[config.mk]
export PLATFORM = sky130hd
export DESIGN_NAME = ptr_pool_arbiter
export DESIGN_NICKNAME = d
export VERILOG_FILES = /design/src/rtl/ptr_pool_arbiter.sv
export SDC_FILE = /design/constraint.sdc
export NUM_CORES = 1
export LEC_CHECK = 0
export CAP_MARGIN = 20
export CORE_ASPECT_RATIO = 0.75
export CORE_MARGIN = 1
export CORE_UTILIZATION = 55
export CTS_BUF_LIST = sky130_fd_sc_hd__clkbuf_4 sky130_fd_sc_hd__clkbuf_8 sky130_fd_sc_hd__clkbuf_16
export CTS_CLUSTER_DIAMETER = 50
export DETAILED_ROUTE_END_ITERATION = 10
export GPL_TIMING_DRIVEN = 0
export PLACE_DENSITY = 0.74
export SLEW_MARGIN = 20
export SYNTH_ARGS = -nofsm -noshare
export SYNTH_HDL_FRONTEND = slang
export SYNTH_SLANG_ARGS = --single-unit
[constraint.sdc]
create_clock -name clk -period 4.9 [get_ports clk]
set_input_delay 0.49 -clock clk [delete_from_list [all_inputs] [get_ports clk]]
set_output_delay 0.49 -clock clk [all_outputs]
set_load 0.005 [all_outputs]
[src/rtl/ptr_pool_arbiter.sv]
// Free-pointer pool for linked-list nodes: on-chip FIFO free list of `next` links,
// round-robin allocation among N_REQ requesters, one alloc and one free per cycle.
module ptr_pool_arbiter #(
    parameter int N_REQ = 4,
    parameter int PTR_W = 4
) (
    input  logic             clk,
    input  logic             rst_n,
    input  logic [N_REQ-1:0] alloc_req,
    output logic [N_REQ-1:0] alloc_gnt,
    output logic [PTR_W-1:0] alloc_ptr,
    output logic             alloc_vld,
    input  logic             free_vld,
    input  logic [PTR_W-1:0] free_ptr,
    output logic [PTR_W:0]   free_cnt,
    output logic             empty,
    output logic             ready,
    output logic             err
);

    localparam int DEPTH = 2 ** PTR_W;
    localparam int RR_W  = (N_REQ > 1) ? $clog2(N_REQ) : 1;
    localparam logic [PTR_W:0] FULL = {1'b1, {PTR_W{1'b0}}};
    localparam logic [PTR_W:0] ONE  = {{PTR_W{1'b0}}, 1'b1};

    typedef enum logic {INIT, RUN} state_t;

    state_t            state;
    logic [PTR_W-1:0]  init_idx;
    logic [PTR_W-1:0]  head;
    logic [PTR_W-1:0]  tail;
    logic [RR_W-1:0]   rr_last;
    logic [PTR_W-1:0]  next_mem [DEPTH];

    logic              found;
    logic [RR_W-1:0]   idx;
    logic [RR_W-1:0]   gnt_idx;
    logic              do_alloc;
    logic              do_free;
    logic [PTR_W:0]    cnt_nxt;

    // Round-robin scan starting just after the last winner, with wrap.
    always_comb begin
        // NOTE: every always_comb output gets a default first so no latch is inferred.
        alloc_gnt = '0;
        found     = 1'b0;
        idx       = '0;
        gnt_idx   = '0;
        if (state == RUN && free_cnt != '0) begin
            for (int i = 1; i <= N_REQ; i++) begin
                idx = RR_W'((int'(rr_last) + i) % N_REQ);
                if (!found && alloc_req[idx]) begin
                    found          = 1'b1;
                    alloc_gnt[idx] = 1'b1;
                    gnt_idx        = idx;
                end
            end
        end
    end

    assign alloc_vld = found;
    assign alloc_ptr = head;

    always_comb begin
        do_alloc = found;
        do_free  = (state == RUN) && free_vld && (free_cnt != FULL);
        cnt_nxt  = free_cnt;
        if (state == INIT) begin
            cnt_nxt = {1'b0, init_idx} + 1'b1;
        end else if (do_alloc && !do_free) begin
            cnt_nxt = free_cnt - 1'b1;
        end else if (do_free && !do_alloc) begin
            cnt_nxt = free_cnt + 1'b1;
        end
    end

    // NOTE: the link array is deliberately not reset; INIT rewrites every entry before use.
    always_ff @(posedge clk) begin
        if (rst_n) begin
            if (state == INIT) begin
                next_mem[init_idx] <= init_idx + 1'b1;
            end else if (do_free) begin
                next_mem[tail] <= free_ptr;
            end
        end
    end

    always_ff @(posedge clk) begin
        if (!rst_n) begin
            state    <= INIT;
            init_idx <= '0;
            head     <= '0;
            tail     <= '0;
            free_cnt <= '0;
            empty    <= 1'b1;
            ready    <= 1'b0;
            err      <= 1'b0;
            rr_last  <= RR_W'(N_REQ - 1);
        end else begin
            free_cnt <= cnt_nxt;
            empty    <= (cnt_nxt == '0);
            case (state)
                INIT: begin
                    tail     <= init_idx;
                    init_idx <= init_idx + 1'b1;
                    if (&init_idx) begin
                        state <= RUN;
                        ready <= 1'b1;
                    end
                end
                RUN: begin
                    if (free_vld && free_cnt == FULL) begin
                        err <= 1'b1;
                    end
                    if (do_alloc) begin
                        rr_last <= gnt_idx;
                    end
                    if (do_free) begin
                        tail <= free_ptr;
                    end
                    // With a single node left, head and tail coincide, so the freed
                    // pointer becomes the new head instead of the stale link.
                    if (do_alloc && do_free && free_cnt == ONE) begin
                        head <= free_ptr;
                    end else if (do_alloc) begin
                        head <= next_mem[head];
                    end else if (do_free && free_cnt == '0) begin
                        head <= free_ptr;
                    end
                end
                default: state <= INIT;
            endcase
        end
    end

endmodule

After elaboration in Yosys (flattened, before gate mapping)
Memory sizes are Yosys's and may differ from the RTL's. A register that Yosys moved wholly into a read port is not among the register bits.
Index checks and enable logic that the tools add are counted.
{"block": "totals", "reg_bits": 23, "ramBits": 64, "in_bits": 11, "out_inout_bits": 17, "word_cells": 124, "memories": 1}
{"name": "next_mem", "depth": 16, "width": 4, "read_ports": 1, "rd_ports_with_merged_regs": 1, "wr": 1, "line": "33", "text": "logic [PTR_W-1:0] next_mem [DEPTH];"}
{"block": "classes", "n_addsub": 8, "order_cmp": 8, "eq_ne": 4, "n_mux": 59, "bitwise_logic": 4, "n_reduce_logical": 31}
{"op": "$mux 4", "n": 16}
{"op": "$mux 1", "n": 26}
{"op": "$logic_and 1x1->1", "n": 16}
{"op": "$mux 5", "n": 3}
{"op": "$lt 2x3->1 const B", "n": 4}
{"op": "$or 4x4->4", "n": 3}
{"op": "$logic_not 5->1", "n": 2}
{"op": "$mux 2", "n": 5}
{"op": "$bmux 1 s2", "n": 4}
{"op": "$demux 1 s2", "n": 4}
{"op": "$ge 2x1->1 const B", "n": 4}
{"op": "$pmux 4 s2", "n": 1}
{"op": "$reduce_and 2->1", "n": 3}
{"op": "$add 4x1->5 const B", "n": 1}
{"op": "$add 5x1->5 const B", "n": 1}
{"op": "$eq 5x1->1 const B", "n": 1}
{"op": "$eq 5x5->1 const B", "n": 1}
{"op": "$logic_not 1->1", "n": 5}
{"op": "$ne 5x5->1 const B", "n": 1}
{"op": "$reduce_and 5->1", "n": 1}
{"op": "$reduce_bool 5->1", "n": 1}
{"op": "$sub 5x1->5 const B", "n": 1}
{"op": "$add 2x1->2 const B", "n": 2}
{"op": "$add 2x2->2 const B", "n": 2}
{"op": "6 further kinds", "n": 6}

Depth between registers and ports, before layout
Gate-level depths: netlist of run 1.
{"block": "depth", "depth_word": 23, "depth_mapped": 9, "depth_no_buf": 9}

Least setup slack after synthesis of run 1
OpenSTA, ideal clock, no wires.
{"block": "synth_timing", "path_type": "register to output", "from": "register rr_last[0]", "to": "output port alloc_gnt[0]", "t_arrival_ns": 2.209, "t_required_ns": 4.410, "setup_slack_ns": 2.201, "stages_incl_launch_ff": 9, "n_path_buf": 1, "cell_sequence": "dfxtp_1 > clkbuf_1 > inv_1 > ha_1 > or3b_1 > a21oi_1 > a22o_1 > mux2i_1 > a21oi_1"}
{"block": "synth_via", "elab_chain_len": 17, "word_cells_on_any_way": 55, "cone_classes": "add/sub: 4; order compare: 8; mux: 30; bitwise: 3; reduce/logical: 10"}
{"element": "from (decl)", "line": "32", "text": "logic [RR_W-1:0] rr_last;"}
{"element": "from (signal assigned)", "line": "98", "text": "rr_last <= RR_W'(N_REQ - 1);"}
{"element": "from (signal assigned)", "line": "116", "text": "rr_last <= gnt_idx;"}
{"element": "parallel branches: the longest is 15 deep, another holds $lt 2x3->1"}
{"element": "$mux 4 (*)", "line": "52", "text": "if (!found && alloc_req[idx]) begin"}
{"element": "$mux 4 (*)", "line": "49", "text": "if (state == RUN && free_cnt != '0) begin"}
{"element": "to (decl)", "line": "10", "text": "output logic [N_REQ-1:0] alloc_gnt,"}
Mark *: on every way between the ends. The select of a mux whose other input is x is not followed.

Worst setup path after layout of run 1
{"block": "layout_timing", "from": "register rr_last[0]", "to": "output port alloc_gnt[1]"}
Same word-level chain as after synthesis.

==> results.json, run 1 <==
{
  "p_sw_mw": 0.355,
  "ys.flop_type": "edfxtp_1",
  "cp_common_cell": "a21oi_1",
  "path_class": "flip-flop to output port",
  "grt_pass1_vias": 2763,
  "dr.first_iter.drc_count": 217,
  "p_leak_nw": 1.63,
  "cts_buffer_depth": 2,
  "path_cells": "clkbuf_1 -> inv_1 -> ha_1 -> or3b_1 -> a21oi_1 -> a22o_1 -> mux2i_1 -> a21oi_1 -> clkdlybuf4s50_1",
  "port_buffers": 26,
  "syn_to_final_growth_pct": 13.7,
  "status": "finished clean",
  "grt_pass1_wl_um": 14900,
  "yosys.area_share.simple": 0.111,
  "cts_buffers": 9,
  "synth_seq_area_share": 0.562,
  "insertion_delay_ns": 0.36,
  "grt_max_degree": 17,
  "cts_hold_buf": 0,
  "cp-start-kind": "flip-flop",
  "fill_cells": 558,
  "period_share": 0.819,
  "cap_viol_max_count": 0,
  "hold_viol_final": 0,
  "cts.sinks": 91,
  "totalPowerFinal_mw": 1.50,
  "fin_nets": 401,
  "synthMuxAreaShare": 0.140,
  "clk_pin_slew_ns": 0.09,
  "synth_top_family_by_area": "multiplexers",
  "post_drt_wl_per_cell_um": 19.6,
  "synthCells": 339,
  "ff2ff_setup_slack_ns": 1.90,
  "io-pin-count": 28,
  "netlist_area_sq_um": 4380,
  "post-dp-hpwl_um": 6980,
  "tritoncts": "yes",
  "hold_class": "flip-flop to flip-flop",
  "worst_setup_path_end_kind": "output port",
  "rows": 27,
  "ys_types": 58,
  "die-area_sq_um": 8330,
  "synth_warnings": 0,
  "pwr-share-seq": 0.570,
  "synth_edf_count": 64,
  "tightest_slew_ns": 0.687,
  "routed_via_density": 6.23,
  "max_stage_delay_ns": 0.52,
  "num_antenna_cells": 0,
  "finalWirelength_um": 9480,
  "die_w_um": 105,
  "gp_congestion": 0.835,
  "vias": 3009,
  "drc": 0,
  "syn_avg_cell_area_sq_um": 12.9,
  "root_buffer": "clkbuf_8",
  "critPathMaxFanout": 9,
  "pwr-share-clk": 0.345,
  "dpl_cell_area_sq_um": 4780,
  "multi_input_area_sq_um": 1790,
  "drive_gt1_frac": 0.144,
  "synth_fa_ha_area_frac": 0.0371,
  "htreeDepth": 3,
  "register_area_sq_um": 2460,
  "intPower_mw": 1.14,
  "postCtsSetupBuffers": 0,
  "p_per_area_nw_per_um2": 301,
  "drv_slew": 0,
  "drt_pass1_iterations": 5,
  "dieHeight_um": 79.3,
  "setup_viol": 0,
  "rsz0062_at_grt": "no",
  "synth_compound_area_frac": 0.0996,
  "relSlewSlack": 0.542,
  "required_ns": 4.41,
  "fmax_mhz": 249,
  "start_util": 0.582,
  "switching_share": 0.237,
  "fin_area_sq_um": 4980,
  "cts_resized": 0,
  "overflow": 0,
  "irDropWorstVdd_mv": 0.162,
  "gr-usage-all-layers": 0.246,
  "critical_path.slowest_cell": "clkdlybuf4s50_1",
  "finClkSkew_ns": 0.00871,
  "critPathArrivalTime_ns": 3.53,
  "post-route-util": 0.662,
  "antenna_found_initial": 0,
  "core_sq_um": 7530,
  "syn_nets": 363,
  "synth_xor_area_frac": 0.0211,
  "hold_slack_ns": 0.461,
  "synth_seq_cells": 91,
  "tns_ns": 0,
  "period_minus_slack_ns": 4.02,
  "antenna_left": 0,
  "pwr-share-comb": 0.085,
  "async_flop_share": 0
}
state kept, by name (all words and copies together) (netlist names), named ones only:
signal / count
state: 1
tail: 4
alloc_ptr: 4
empty: 1
ready: 1
init_idx: 4
rr_last: 2
next_mem: 64
err: 1
free_cnt: 5
layout make-up:
type	count	area share
Buffer	18	0.0158
Clock buffer	10	0.0264
Clock inverter	6	0.0143
Inverter	13	0.0103
Multi-Input combinational cell	217	0.360
Sequential cell	91	0.494
Tap cell	101	0.0254
Timing Repair Buffer	27	0.0537
kinds of logic after synthesis:
kind of cell	Yosys count
buf+inv	31
flops	91
simple gates	98
mux	34
compound gates	63
xor+xnor	9
fa+ha+maj	13
synthesized netlist by cell type (7+ instances only):
cell | instances | area (sq um)
xnor2_1 | 7 | 61.3
nand2_1 | 26 | 97.6
mux4_2 | 21 | 473
edfxtp_1 | 64 | 1920
clkbuf_1 | 12 | 45.0
dfxtp_1 | 27 | 541
mux2i_1 | 8 | 80.1
a21oi_1 | 18 | 90.1
a31oi_1 | 8 | 50.1
inv_1 | 11 | 41.3
ha_1 | 13 | 163
nor2_1 | 37 | 139
power groups by stage:
stage	clock [mW]	combinational, mW	sequential [mW]
2_1_floorplan	0	0.0795	0.869
3_3_place_gp	0	0.122	0.871
3_5_place_dp	0	0.126	0.872
4_1_cts	0.525	0.127	0.854
5_1_grt	0.548	0.138	0.856
6_report	0.517	0.128	0.854
cells in the final DEF, fill, tap and decap left out, types with 4 or more instances in the layout:
master	netlist	routed
clkbuf_1	12	12
o22ai_1	4	4
nor2_1	37	37
a21oi_1	18	17
edfxtp_1	64	64
mux4_2	21	21
mux2_2	4	4
nor3_1	4	4
clkdlybuf4s50_1	0	26
dfxtp_1	27	27
xnor2_1	7	7
inv_1	11	11
nand3_1	5	5
a22o_1	5	5
clkbuf_8	0	9
o21ai_0	4	4
mux2i_1	8	8
nand2_1	26	26
a31oi_1	8	8
ha_1	13	13
a22oi_1	5	5
final timing paths:
| kind | endpoint | depth (start not counted) | start |
|---|---|---|---|
| worst max-delay path | alloc_gnt[1] | 9 | rr_last[0] |
| worst min-delay path | err | 2 | err |
| worst max register to register | next_mem[10][0] | 10 | free_cnt[1] |
| worst min register to register | err | 2 | err |
routing by layer:
metal / track usage / routed length [um] / vias to the layer above / part of all wire
met3: 0.0509 / 736 / 15 / 0.078
met4: 0.0789 / 176 / 0 / 0.019
met1: 0.378 / 4510 / 1501 / 0.48
li1: - / - / 1371 / -
met2: 0.350 / 4070 / 122 / 0.43
met5: 0 / 0 / - / 0
worst max-delay path: cells and delay by family, from the launching register on:
family                   cells  cell delay, ns
buffers and inverters        3            1.13
AO/OA/AOI/OAI                3            0.75
flip-flops                   1            0.45
adder cells (fa/ha/maj)      1            0.41
AND/OR/NAND/NOR              1            0.36
multiplexers                 1            0.07
through the flow:
step | setup WS, ns | std cells
after floorplan | 2.20 | 339
after global placement | 1.37 | 466
after detailed placement | 1.31 | 467
after CTS | 0.894 | 483
after global routing | 0.611 | 483
final | 0.884 | 483
No activity file was read; power rests on OpenSTA's default activity.
==> inputs of run 2 (changes only) <==
Clock period 4.9 ns to 3.9 ns, I/O delays scaled along.
==> results.json, run 2 (same netlist as run 1, synthesis figures left out) <==
{
  "pwr-share-seq": 0.569,
  "critPathArrivalTime_ns": 3.25,
  "pwr-share-comb": 0.085,
  "rsz0062_at_grt": "no",
  "fin_cells": 483,
  "p_per_area_nw_per_um2": 378,
  "core_sq_um": 7530,
  "htreeDepth": 3,
  "irDropWorstVdd_mv": 0.203,
  "overflow": 0,
  "finalWirelength_um": 9500,
  "port_buffers": 26,
  "clk_pin_slew_ns": 0.09,
  "hold_class": "input port to flip-flop",
  "antenna_found_initial": 0,
  "dr.first_iter.drc_count": 217,
  "gr-usage-all-layers": 0.246,
  "critPathMaxFanout": 9,
  "hold_viol_final": 0,
  "p_sw_mw": 0.447,
  "final_common_cell": "edfxtp_1",
  "grt_max_degree": 17,
  "rows": 27,
  "tns_ns": 0,
  "setup_viol": 0,
  "cts_buffer_depth": 2,
  "insertion_delay_ns": 0.36,
  "p_leak_nw": 1.63,
  "pwr-share-clk": 0.345,
  "required_ns": 3.51,
  "cts_buffers": 9,
  "root_buffer": "clkbuf_8",
  "worst_setup_path_end_kind": "output port",
  "routed_via_density": 6.23,
  "period_minus_slack_ns": 3.64,
  "vias": 3009,
  "layout_common_cells": "edfxtp_1 (64), nor2_1 (37), dfxtp_1 (27)",
  "post_drt_wl_per_cell_um": 19.7,
  "relSlewSlack": 0.543,
  "drc": 0,
  "post-dp-hpwl_um": 6980,
  "grt_pass1_wl_um": 14900,
  "grt_pass1_vias": 2763,
  "antenna_left": 0,
  "die_w_um": 105,
  "cp-start-kind": "flip-flop",
  "drv_slew": 0,
  "switching_share": 0.237,
  "fmax_mhz": 275,
  "dp_cells": 467,
  "largest_reg_flops": 64,
  "dpl_cell_area_sq_um": 4780,
  "tritoncts": "yes",
  "top_register": "next_mem",
  "fin_nets": 401,
  "drt_pass1_iterations": 5,
  "start_util": 0.582,
  "num_antenna_cells": 0,
  "cts_hold_buf": 0,
  "period_share": 0.933,
  "post-route-util": 0.662,
  "path_class": "flip-flop to output port",
  "top_regs": "next_mem (64), free_cnt (5)",
  "gp_congestion": 0.835,
  "cts.sinks": 91,
  "dieHeight_um": 79.3,
  "cap_viol_max_count": 0,
  "fill_cells": 558,
  "drive_gt1_frac": 0.149,
  "syn_to_final_growth_pct": 13.8,
  "finClkSkew_ns": 0.00788,
  "fin_area_sq_um": 4990,
  "intPower_mw": 1.44,
  "status": "finished clean",
  "tightest_slew_ns": 0.685,
  "die-area_sq_um": 8330,
  "io-pin-count": 28
}
[run 2: layer usage]
| metal | wire length, um | GRT usage |
|---|---|---|
| met5 | 0 | 0 |
| met4 | 177 | 0.0789 |
| met3 | 708 | 0.0509 |
| met2 | 4070 | 0.350 |
| met1 | 4540 | 0.378 |
[run 2: path summary, 6_finish.rpt]
kind / startpoint / end / slack, ns / cells past startpoint
min reg2reg: err / err / 0.46 / 2
min: rst_n / rr_last[0] / 0.41 / 2
max reg2reg: free_cnt[1] / next_mem[10][0] / 0.92 / 10
max: rr_last[0] / alloc_gnt[1] / 0.26 / 9
[run 2: area by class of cell]
type	count	area (sq um)	area share
inverters	13	51.3	0.0103
plain buffers	18	80.1	0.0161
multi-input cells	217	1800	0.360
repair buffers	27	268	0.0537
flip-flops and latches	91	2460	0.494
well taps	101	126	0.0253
clock buffers	10	131	0.0263
clock inverters	6	71.3	0.0143
[run 2: stage by stage]
step,hold WS [ns],total power [mW],setup WS (ns)
after floorplan,0.442,1.19,1.30
after global placement,0.432,1.25,0.470
after detailed placement,0.446,1.25,0.411
after CTS,0.394,1.89,0.178
after global routing,0.427,1.94,0.0665
final,0.412,1.88,0.260
[run 2: critical path, cell delays in order (launching register included)]
cell and delay (ns):
dfxtp_1 0.45, clkbuf_2 0.26, inv_1 0.19, ha_1 0.40, or3b_1 0.37, a21oi_2 0.26
a22o_1 0.18, mux2i_1 0.07, a21oi_1 0.18, clkdlybuf4s50_1 0.52
[run 2: power by group through the flow]
stage               sequential [mW]  combinational [mW]  clock (mW)
finish                         1.07               0.161       0.651
global route                   1.08               0.173       0.689
CTS                            1.07               0.159       0.660
detailed placement             1.10               0.158           0
global placement               1.09               0.153           0
floorplan                      1.09              0.0999           0
[run 2: what timing repair did]
item	in CTS	in global routing
gates resized for setup	1	1
setup buffers	0	0
setup endpoints to repair	1	4
